--- config.mk ---
export PLATFORM = sky130hd
export DESIGN_NAME = quad_decoder
export DESIGN_NICKNAME = d
export VERILOG_FILES = /design/src/rtl/quad_decoder.sv
export SDC_FILE = /design/constraint.sdc
export NUM_CORES = 1
export LEC_CHECK = 0
export CORE_ASPECT_RATIO = 2
export CORE_MARGIN = 4
export CORE_UTILIZATION = 41
export CTS_BUF_LIST = sky130_fd_sc_hd__clkbuf_8
export DETAILED_ROUTE_END_ITERATION = 10
export SETUP_SLACK_MARGIN = 0.1
export SYNTH_ARGS = -nofsm -noshare
export SYNTH_HDL_FRONTEND = slang
export SYNTH_SLANG_ARGS = --single-unit
--- constraint.sdc ---
create_clock -name clk -period 4.07 [get_ports clk]
set_input_delay 0.814 -clock clk [delete_from_list [all_inputs] [get_ports clk]]
set_output_delay 0.814 -clock clk [all_outputs]
set_load 0.03 [all_outputs]
--- src/rtl/quad_decoder.sv ---
// Quadrature encoder decoder: 2-flop sync, per-phase debounce, x1/x2/x4 decode, wrapping position.
// Define QDEC_ERR_EN to build the sticky illegal-transition flag; otherwise err is tied low.
module quad_decoder #(
  parameter int DEB_CNT  = 80,
  parameter int DEB_BITS = 7,
  parameter int POS_W    = 8,
  parameter int MODE     = 2
) (
  input  logic             clk,
  input  logic             rst,
  input  logic             a,
  input  logic             b,
  input  logic             clr,
  output logic [POS_W-1:0] pos,
  output logic             step,
  output logic             dir,
  output logic             cw,
  output logic             ccw,
  output logic             err
);

  // A debounced phase flips once it has differed for DEB_CNT+1 sampled cycles,
  // which puts the debounced edge at 2+DEB_CNT edges after the pin is first sampled.
  localparam logic [DEB_BITS-1:0] DEB_LAST = DEB_BITS'(DEB_CNT);

  logic [1:0] raw;
  logic [1:0] deb;
  logic [1:0] prev_reg;

  assign raw = {a, b};

  generate
    for (genvar gi = 0; gi < 2; gi++) begin : g_phase
      logic                sync1_reg;
      logic                sync2_reg;
      logic                deb_reg;
      logic [DEB_BITS-1:0] cnt_reg;

      always_ff @(posedge clk) begin
        if (rst) begin
          sync1_reg <= 1'b0;
          sync2_reg <= 1'b0;
          deb_reg   <= 1'b0;
          cnt_reg   <= '0;
        end else begin
          sync1_reg <= raw[gi];
          sync2_reg <= sync1_reg;
          if (sync2_reg == deb_reg) begin
            cnt_reg <= '0;
          end else if (cnt_reg == DEB_LAST) begin
            deb_reg <= sync2_reg;
            cnt_reg <= '0;
          end else begin
            cnt_reg <= cnt_reg + 1'b1;
          end
        end
      end

      assign deb[gi] = deb_reg;
    end
  endgenerate

  // Map the Gray sequence 00,10,11,01 onto 0..3 so direction is a modulo-4 difference.
  logic [1:0] cur_idx;
  logic [1:0] prev_idx;
  logic [1:0] delta;
  logic       is_cw;
  logic       is_ccw;
  logic       illegal;
  logic       a_moved;
  logic       counted;

  assign cur_idx  = {deb[0], deb[1] ^ deb[0]};
  assign prev_idx = {prev_reg[0], prev_reg[1] ^ prev_reg[0]};
  assign delta    = cur_idx - prev_idx;
  assign is_cw    = (delta == 2'd1);
  assign is_ccw   = (delta == 2'd3);
  assign illegal  = (delta == 2'd2);
  assign a_moved  = prev_reg[1] ^ deb[1];

  always_comb begin
    counted = 1'b0;
    if (MODE == 0) begin
      counted = (is_cw && prev_reg == 2'b00) || (is_ccw && prev_reg == 2'b10);
    end else if (MODE == 1) begin
      counted = (is_cw || is_ccw) && a_moved;
    end else begin
      counted = is_cw || is_ccw;
    end
  end

  always_ff @(posedge clk) begin
    if (rst) begin
      prev_reg <= 2'b00;
      pos      <= '0;
      step     <= 1'b0;
      dir      <= 1'b0;
      cw       <= 1'b0;
      ccw      <= 1'b0;
    end else begin
      prev_reg <= deb;
      step     <= counted;
      if (counted) begin
        dir <= is_cw;
        cw  <= is_cw;
        ccw <= is_ccw;
      end
      // clr overrides the position update but not the step/direction reporting.
      if (clr) begin
        pos <= '0;
      end else if (counted) begin
        pos <= is_cw ? pos + 1'b1 : pos - 1'b1;
      end
    end
  end

`ifdef QDEC_ERR_EN
  always_ff @(posedge clk) begin
    if (rst) begin
      err <= 1'b0;
    end else if (clr) begin
      err <= 1'b0;
    end else if (illegal) begin
      err <= 1'b1;
    end
  end
`else
  assign err = 1'b0;
`endif

endmodule

# Word level (Yosys, flattened, before mapping)
# Cells that the tools add are included.
[totals]
ff_bits = 33
input_bits = 5
output_inout_bits = 13
wordCells = 35
[op_classes]
n_addsub = 5
eq_ne = 6
mux = 1
bitwise_logic = 4
n_reduce_logical = 6
[op_table]
columns = ["operator", "n"]
rows = [
  ["$add A7 B1 Y7 const B", 2],
  ["$eq A7 B7 Y1 const B", 2],
  ["$add A8 B1 Y8 const B", 1],
  ["$mux W8", 1],
  ["$sub A8 B1 Y8 const B", 1],
  ["$reduce_or A3 Y1", 2],
  ["$reduce_and A2 Y1", 2],
  ["$eq A1 B1 Y1", 2],
  ["$eq A2 B1 Y1 const B", 1],
  ["$eq A2 B2 Y1 const B", 1],
  ["$not A1 Y1", 2],
  ["$reduce_or A2 Y1", 1],
  ["$sub A2 B2 Y2", 1],
  ["$xor A1 B1 Y1", 2],
  ["$logic_or A1 B1 Y1", 1],
]

# Logic depth before layout (Yosys ltp)
# Gate-level depths: netlist (run 1).
[depth]
ltp_word = 4
depth_mapped = 11
ltp_nobuf = 11

# Worst setup path before layout (run 1)
# Ideal clock, no wire load.
[synth_path]
kind = "reg-to-reg"
from = "register g_phase[0].deb_reg"
to = "register pos[7]"
setup_time_ps = 67
arrival_ps = 2700
required_time_ps = 4003
path_slack_ps = 1303
path_stages_with_launch = 12
n_path_buf = 1
synth_period_minus_slack_ps = 2767
cell_sequence = "dfxtp_1 > xnor2_1 > ha_1 > buf_4 > nor2_2 > inv_1 > ha_1 > a21oi_1 > a211oi_1 > or4_4 > a21o_1 > a21oi_2"
[synth_between]
elab_chain_len = 4
[synth_rtl]
columns = ["item", "line", "rtl"]
rows = [
  ["start: declaration", "36", "logic deb_reg;"],
  ["start signal: assignment", "51", "deb_reg <= sync2_reg;"],
  ["$xor A1 B1 Y1", "73", "assign cur_idx = {deb[0], deb[1] ^ deb[0]};"],
  ["$sub A2 B2 Y2 (*)", "75", "assign delta = cur_idx - prev_idx;"],
  ["$eq A2 B1 Y1 / $eq A2 B2 Y1 (equally long branches)", "76, 77", ""],
  ["$mux W8 / $logic_or A1 B1 Y1 (equally long branches)", "112, 88", ""],
  ["end signal: assignment", "112", "pos <= is_cw ? pos + 1'b1 : pos - 1'b1;"],
  ["end: declaration", "14", "output logic [POS_W-1:0] pos,"],
]
# Every way passes the cells marked *; elsewhere a longest branch is shown, timed or not.
# A chain may end at the register's enable or synchronous reset.

# Worst setup path in the final report (run 1)
# Same ends and word-level chain as after synthesis.

==> results of run 1 <==
-- logic make-up (layout without fill, tap and decap cells) --
| family | after synthesis | in the layout | share of synthesized area [%] |
|---|---|---|---|
| xor+xnor | 19 | 19 | 11.7 |
| mux | 5 | 5 | 3.22 |
| simple gates | 65 | 65 | 20.3 |
| flops | 33 | 33 | 42.5 |
| compound gates | 19 | 19 | 7.57 |
| other cells | 1 | 1 | 0.241 |
| fa+ha+maj | 12 | 12 | 10.1 |
| buf+inv | 15 | 31 | 4.35 |
-- per-layer routing --
layer	wire length (um)	track usage, %	share of wire [%]	vias up
li1	-	-	-	587
met1	1010	11.4	34	547
met2	1740	26.3	59	21
met3	87	4.38	2.9	11
met4	111	8.75	3.8	0
met5	0	0	0	-
-- report_power, final --
| part | switching [mW] | internal, mW |
|---|---|---|
| clock network | 0.118 | 0.118 |
| registers | 0.00133 | 0.325 |
| logic | 0.00790 | 0.00615 |
-- stage by stage --
stage          instances  instance area (sq um)  power, mW
2_1_floorplan        169                   1550      0.343
3_3_place_gp         226                   1730      0.348
3_5_place_dp         226                   1730      0.348
4_1_cts              234                   1820      0.584
5_1_grt              234                   1820      0.604
6_report             234                   1820      0.577
-- critical path, cell delays in order (launching register included) --
cell and delay, ps:
dfxtp_1 420, xnor2_1 90, ha_1 530, nor2_2 280, inv_1 180, ha_1 370
a21oi_1 280, a211oi_1 140, or4_4 500, a21o_1 200, a21oi_2 120
-- cells in the final DEF (no fill, tap or decap), types with 2 or more instances in the layout --
cell and n:
clkbuf_8 5, o21ai_0 3, clkinv_2 2, ha_1 11
dfxtp_1 33, a21oi_1 8, and3_1 2, xor2_1 8
or3_1 2, nand3_1 10, nor2_1 27, inv_1 7
mux2i_1 5, nor2b_1 7, nor4b_1 2, a21o_1 4
clkdlybuf4s50_1 16, nand2_1 8, xnor2_1 10, nor3_1 3
-- layout make-up --
type,count,share of cell area (%)
Timing Repair Buffer,16,8.80
Multi-Input combinational cell,121,45.4
Tap cell,49,3.37
Clock buffer,5,3.78
Sequential cell,33,36.3
Inverter,7,1.44
Clock inverter,3,0.962
-- path summary, 6_finish.rpt --
path	startpoint	endpoint	slack, ps	cells after the start
worst max-delay path	g_phase[0].deb_reg$_SDFFE_PP0P_	pos[7]$_SDFFE_PP0P_	880	10
worst min-delay path	g_phase[1].sync1_reg$_SDFF_PP0_	g_phase[1].sync2_reg$_SDFF_PP0_	450	1
worst max register to register	g_phase[0].deb_reg$_SDFFE_PP0P_	pos[7]$_SDFFE_PP0P_	880	10
worst min register to register	g_phase[1].sync1_reg$_SDFF_PP0_	g_phase[1].sync2_reg$_SDFF_PP0_	450	1
==> metrics.md, run 1 <==
| Metric | Value |
|---|---|
| Worst vdd ir | 0.234 mV |
| Max FFs per register | 14 |
| Die area | 0.00490 sq mm |
| Largest net degree at the start of global routing | 18 |
| Endpoint class of the critical path | flip-flop |
| Die height | 95.1 um |
| H-tree depth | 2 |
| Clock buffer depth | 2 |
| Area occupied by multi-input gates | 826 sq um |
| I/O Pins | 18 |
| Most frequent cell after synthesis | dfxtp_1 |
| Worst EP arrival | 3410 ps |
| DRC | 0 |
| Antenna violations before repair | 0 |
| Lkg Pwr | 0.703 nW |
| Unique masters post-synth | 30 |
| Final setup vio count | 0 |
| Resized Gates After CTS | 0 |
| Hold Fails Final Rpt | 0 |
| Synth area leaders | dfxtp_1 (43%), ha_1 (8.9%), nor2_1 (6.5%) |
| Async set or reset register ratio after synthesis | 0% |
| Hold Crit Class | reg2reg |
| Leading area contributor after synthesis | dfxtp_1 |
| Ant diodes | 0 |
| Worst Tran Pin Value | 570 ps |
| Clock Latency Late Sink | 280 ps |
| Post-synth EDFFs | 0 |
| First-pass DRT Iterations | 4 |
| Global-route wire length before repair | 4990 um |
| Top cell type's share of synthesized area | 42.5% |
| Sequential area share after synthesis | 42.5% |
| Synth top cells by count | dfxtp_1 (33), nor2_1 (27), ha_1 (11) |
| Setup_tns | 0 ps |
| DPL Wire Length | 2360 um |
| Fin util | 49.9% |
| Post-DR vias/cell | 4.98 |
| Tot GR Track Use | 13.7% |
| Relative slew slack | 62.0% |
| Gr ovfl total | 0 |
| Total Routed Length | 2950 um |
| Number of fillers in the final layout | 371 |
| CTS tree | built |
| Worst hold margin | 445 ps |
| Synth warn | 0 |
| Initial Utilization | 42.6% |
| TritonCTS Sinks | 33 |
| Worst EP required | 4280 ps |
| Top_reg_cell synth | dfxtp_1 |
| CTS buffer count | 5 |
| # hold bufs at CTS | 0 |
| Clock root cell | clkbuf_8 |
| Fmax | 313 MHz |
| Synthesized cell area | 0.00155 sq mm |
| Core area | 0.00365 sq mm |
| Antenna Violating Nets Remaining | 0 |
| Post-place setup slack | 854 ps |
| Fin worst setup slack | 878 ps |
| RSZ-0062 raised after global routing | no |
| Reg area | 661 sq um |
| Syn_area_per_cell | 9.20 sq um |
| Placer Congestion | 0.731 |
| Site Rows | 31 |
| Vias in the first global route | 1212 |
| Tcrit/Tclk final | 78.4% |
| Seq cells post-synth | 33 |
| CP Launch Type | flip-flop |
| Fin. max-slew vios | 0 |
| Post CTS Setup Buffer Count | 0 |
| IO buf count | 16 |
| PD cells | 317 mW/mm^2 |
| Area growth syn-to-layout | 17.2% |
| Max_cap viols | 0 |
| CP Class | reg2reg |
| Outcome | finished clean |
| Final setup skew | 4.88 ps |
| Initial DRC Count | 10 |
| Clock period minus worst slack | 3190 ps |
| CTS clock-pin slew for the worst setup and hold paths | 70 ps |
| Die Wd | 51.5 um |
| Layout cells sized above 1 | 6.49% |
| Worst-path fanout max | 17 |
| Gate Count Post-Synth | 169 |
| Syn Nets | 186 |
| Vias post-DR | 1166 |
| Wire length per cell after detailed routing | 12.6 um |
| Nets@finish | 201 |
No activity file was read; power rests on OpenSTA's default activity.
==> inputs of run 2 (changes only) <==
==> constraint.sdc (replaced) <==
create_clock -name clk -period 2.6 [get_ports clk]
set_input_delay 0.52 -clock clk [delete_from_list [all_inputs] [get_ports clk]]
set_output_delay 0.52 -clock clk [all_outputs]
set_load 0.03 [all_outputs]
==> run 2 against run 1 <==
Compared with the run above: via count grew 0.69%; power increased by 59%; worst hold slack is essentially flat; fmax grew 28%; global-route usage grew 1.4 points; final area increased by 7.2%; non-clock buffer count grew 6; critical path type unchanged; register-to-register slack worse by 770 ps.
==> metrics.md, run 2 (synthesized netlist as in run 1, its figures left out) <==
| Metric | Value |
|---|---|
| Outcome | finished clean (unchanged) |
| PD cells | 469 mW/mm^2 (was 317 mW/mm^2) |
| Post CTS Setup Buffer Count | 0 (unchanged) |
| Largest net degree at the start of global routing | 17 (was 18) |
| Worst vdd ir | 0.364 mV (was 0.234 mV) |
| Initial Utilization | 42.6% (unchanged) |
| Sw frac | 20.8% (was 22.1%) |
| Final setup skew | 2.58 ps (was 4.88 ps) |
| H-tree depth | 2 (unchanged) |
| Final Non-Filler Cells | 239 (was 234) |
| Die height | 95.1 um (unchanged) |
| First-pass DRT Iterations | 3 (was 4) |
| Antenna violations before repair | 0 (unchanged) |
| Layout cells sized above 1 | 15.3% (was 6.49%) |
| Hold Crit Class | reg2reg (unchanged) |
| Die Wd | 51.5 um (unchanged) |
| Ant diodes | 0 (unchanged) |
| Net switching power | 0.191 mW (was 0.128 mW) |
| Site Rows | 31 (unchanged) |
| Die area | 0.00490 sq mm (unchanged) |
| Antenna Violating Nets Remaining | 0 (unchanged) |
| Vias in the first global route | 1254 (was 1212) |
| CTS tree | built (unchanged) |
| Worst EP arrival | 2710 ps (was 3410 ps) |
| Tot GR Track Use | 15.1% (was 13.7%) |
| Nets@finish | 207 (was 201) |
| # hold bufs at CTS | 0 (unchanged) |
| Placer Congestion | 0.782 (was 0.731) |
| Clock buffer depth | 2 (unchanged) |
| Internal | 0.725 mW (was 0.449 mW) |
| Wire length per cell after detailed routing | 12.9 um (was 12.6 um) |
| Fmax | 401 MHz (was 313 MHz) |
| Tcrit/Tclk final | 95.8% (was 78.4%) |
| Initial DRC Count | 10 (unchanged) |
| Placed insts | 232 (was 226) |
| Gr ovfl total | 0 (unchanged) |
| CTS clock-pin slew for the worst setup and hold paths | 60 ps (was 70 ps) |
| Gate power share | 2.6% (was 2.4%) |
| I/O Pins | 18 (unchanged) |
| Core area | 0.00365 sq mm (unchanged) |
| Max_cap viols | 0 (unchanged) |
| Post-DR vias/cell | 4.91 (was 4.98) |
| Worst hold margin | 446 ps (was 445 ps) |
| Hold Fails Final Rpt | 0 (unchanged) |
| Final setup vio count | 0 (unchanged) |
| DPL Wire Length | 2370 um (was 2360 um) |
| Clock Latency Late Sink | 280 ps (about the same) |
| Vias post-DR | 1174 (was 1166) |
| Worst EP required | 2820 ps (was 4280 ps) |
| Fin. max-slew vios | 0 (unchanged) |
| Area growth syn-to-layout | 25.6% (was 17.2%) |
| CTS buffer count | 5 (unchanged) |
| CP Class | reg2reg (unchanged) |
| Number of fillers in the final layout | 363 (was 371) |
| Sequential share of power | 55.8% (was 56.6%) |
| Total Routed Length | 3080 um (was 2950 um) |
| Commonest non-fill, non-tap cell in the layout | dfxtp_1 (unchanged) |
| Most frequent cells in the layout | dfxtp_1 (30), nor2_1 (27), clkdlybuf4s50_1 (16) (was dfxtp_1 (33), nor2_1 (27), clkdlybuf4s50_1 (16)) |
| Clock period minus worst slack | 2490 ps (was 3190 ps) |
| Tot Pwr | 0.915 mW (was 0.577 mW) |
| CP Launch Type | flip-flop (unchanged) |
| DRC | 0 (unchanged) |
| RSZ-0062 raised after global routing | yes (was no) |
| TritonCTS Sinks | 33 (unchanged) |
| Max FFs per register | 14 (unchanged) |
| IO buf count | 16 (unchanged) |
| Lkg Pwr | 0.751 nW (was 0.703 nW) |
| Clock root cell | clkbuf_8 (unchanged) |
| Clock power frac | 41.7% (was 40.9%) |
| Endpoint class of the critical path | flip-flop (unchanged) |
| Worst-path fanout max | 7 (was 17) |
| Global-route wire length before repair | 5500 um (was 4990 um) |
[run 2: what timing repair did]
item	CTS	global route
pin swaps	0	2
gates resized for setup	8	4
endpoints found under the setup margin	2	2
[run 2: per-stage QoR]
step	instance area (sq um)	utilization (%)	TNS (ps)	worst slack, ps
final	1950	53.5	0	109
after CTS	1940	53.1	0	97.2
after global placement	1810	49.8	0	75.4
after detailed placement	1810	49.8	0	22.0
after floorplan	1590	-	0	113
after global routing	1950	53.5	-67.2	-67.2
[run 2: metal layers]
metal  global-route usage [%]  part of all wire (%)  up-vias
met4                     7.00                   2.4        0
li1                         -                     -      598
met5                        0                     0        -
met2                     28.7                    59       17
met3                     4.54                   3.2        8
met1                     14.1                    35      551
[run 2: final cells by class]
cell class	count	area [sq um]	area share (%)
multi-input combinational	121	903	46.3
sequential	33	667	34.2
timing repair buffer	22	205	10.5
clock buffer	6	82.6	4.23
tap	49	61.3	3.14
inverter	7	28.8	1.47
clock inverter	1	3.75	0.192
[run 2: final timing paths]
check                                                startpoint                         endpoint  slack [ps]  cells past startpoint
worst min register to register  g_phase[1].sync1_reg$_SDFF_PP0_  g_phase[1].sync2_reg$_SDFF_PP0_         450                      1
worst max-delay path            g_phase[1].deb_reg$_SDFFE_PP0P_              pos[7]$_SDFFE_PP0P_         110                     11
worst max register to register  g_phase[1].deb_reg$_SDFFE_PP0P_              pos[7]$_SDFFE_PP0P_         110                     11
worst min-delay path            g_phase[1].sync1_reg$_SDFF_PP0_  g_phase[1].sync2_reg$_SDFF_PP0_         450                      1
[run 2: power by group through the flow]
stage | combinational (mW) | sequential, mW | clock [mW]
2_1_floorplan | 0.0143 | 0.522 | 0
3_3_place_gp | 0.0233 | 0.523 | 0
3_5_place_dp | 0.0237 | 0.523 | 0
4_1_cts | 0.0238 | 0.510 | 0.394
5_1_grt | 0.0259 | 0.511 | 0.414
6_report | 0.0233 | 0.511 | 0.381
[run 2: critical path, stage by stage, from the launching register on]
cell and delay [ps]:
dfxtp_2 340, xnor2_2 160, ha_1 170, xor3_1 260, nor2_4 130, inv_4 90
ha_4 240, a21oi_2 140, a211oi_1 100, or4_4 480, a21o_1 200, a21oi_2 110
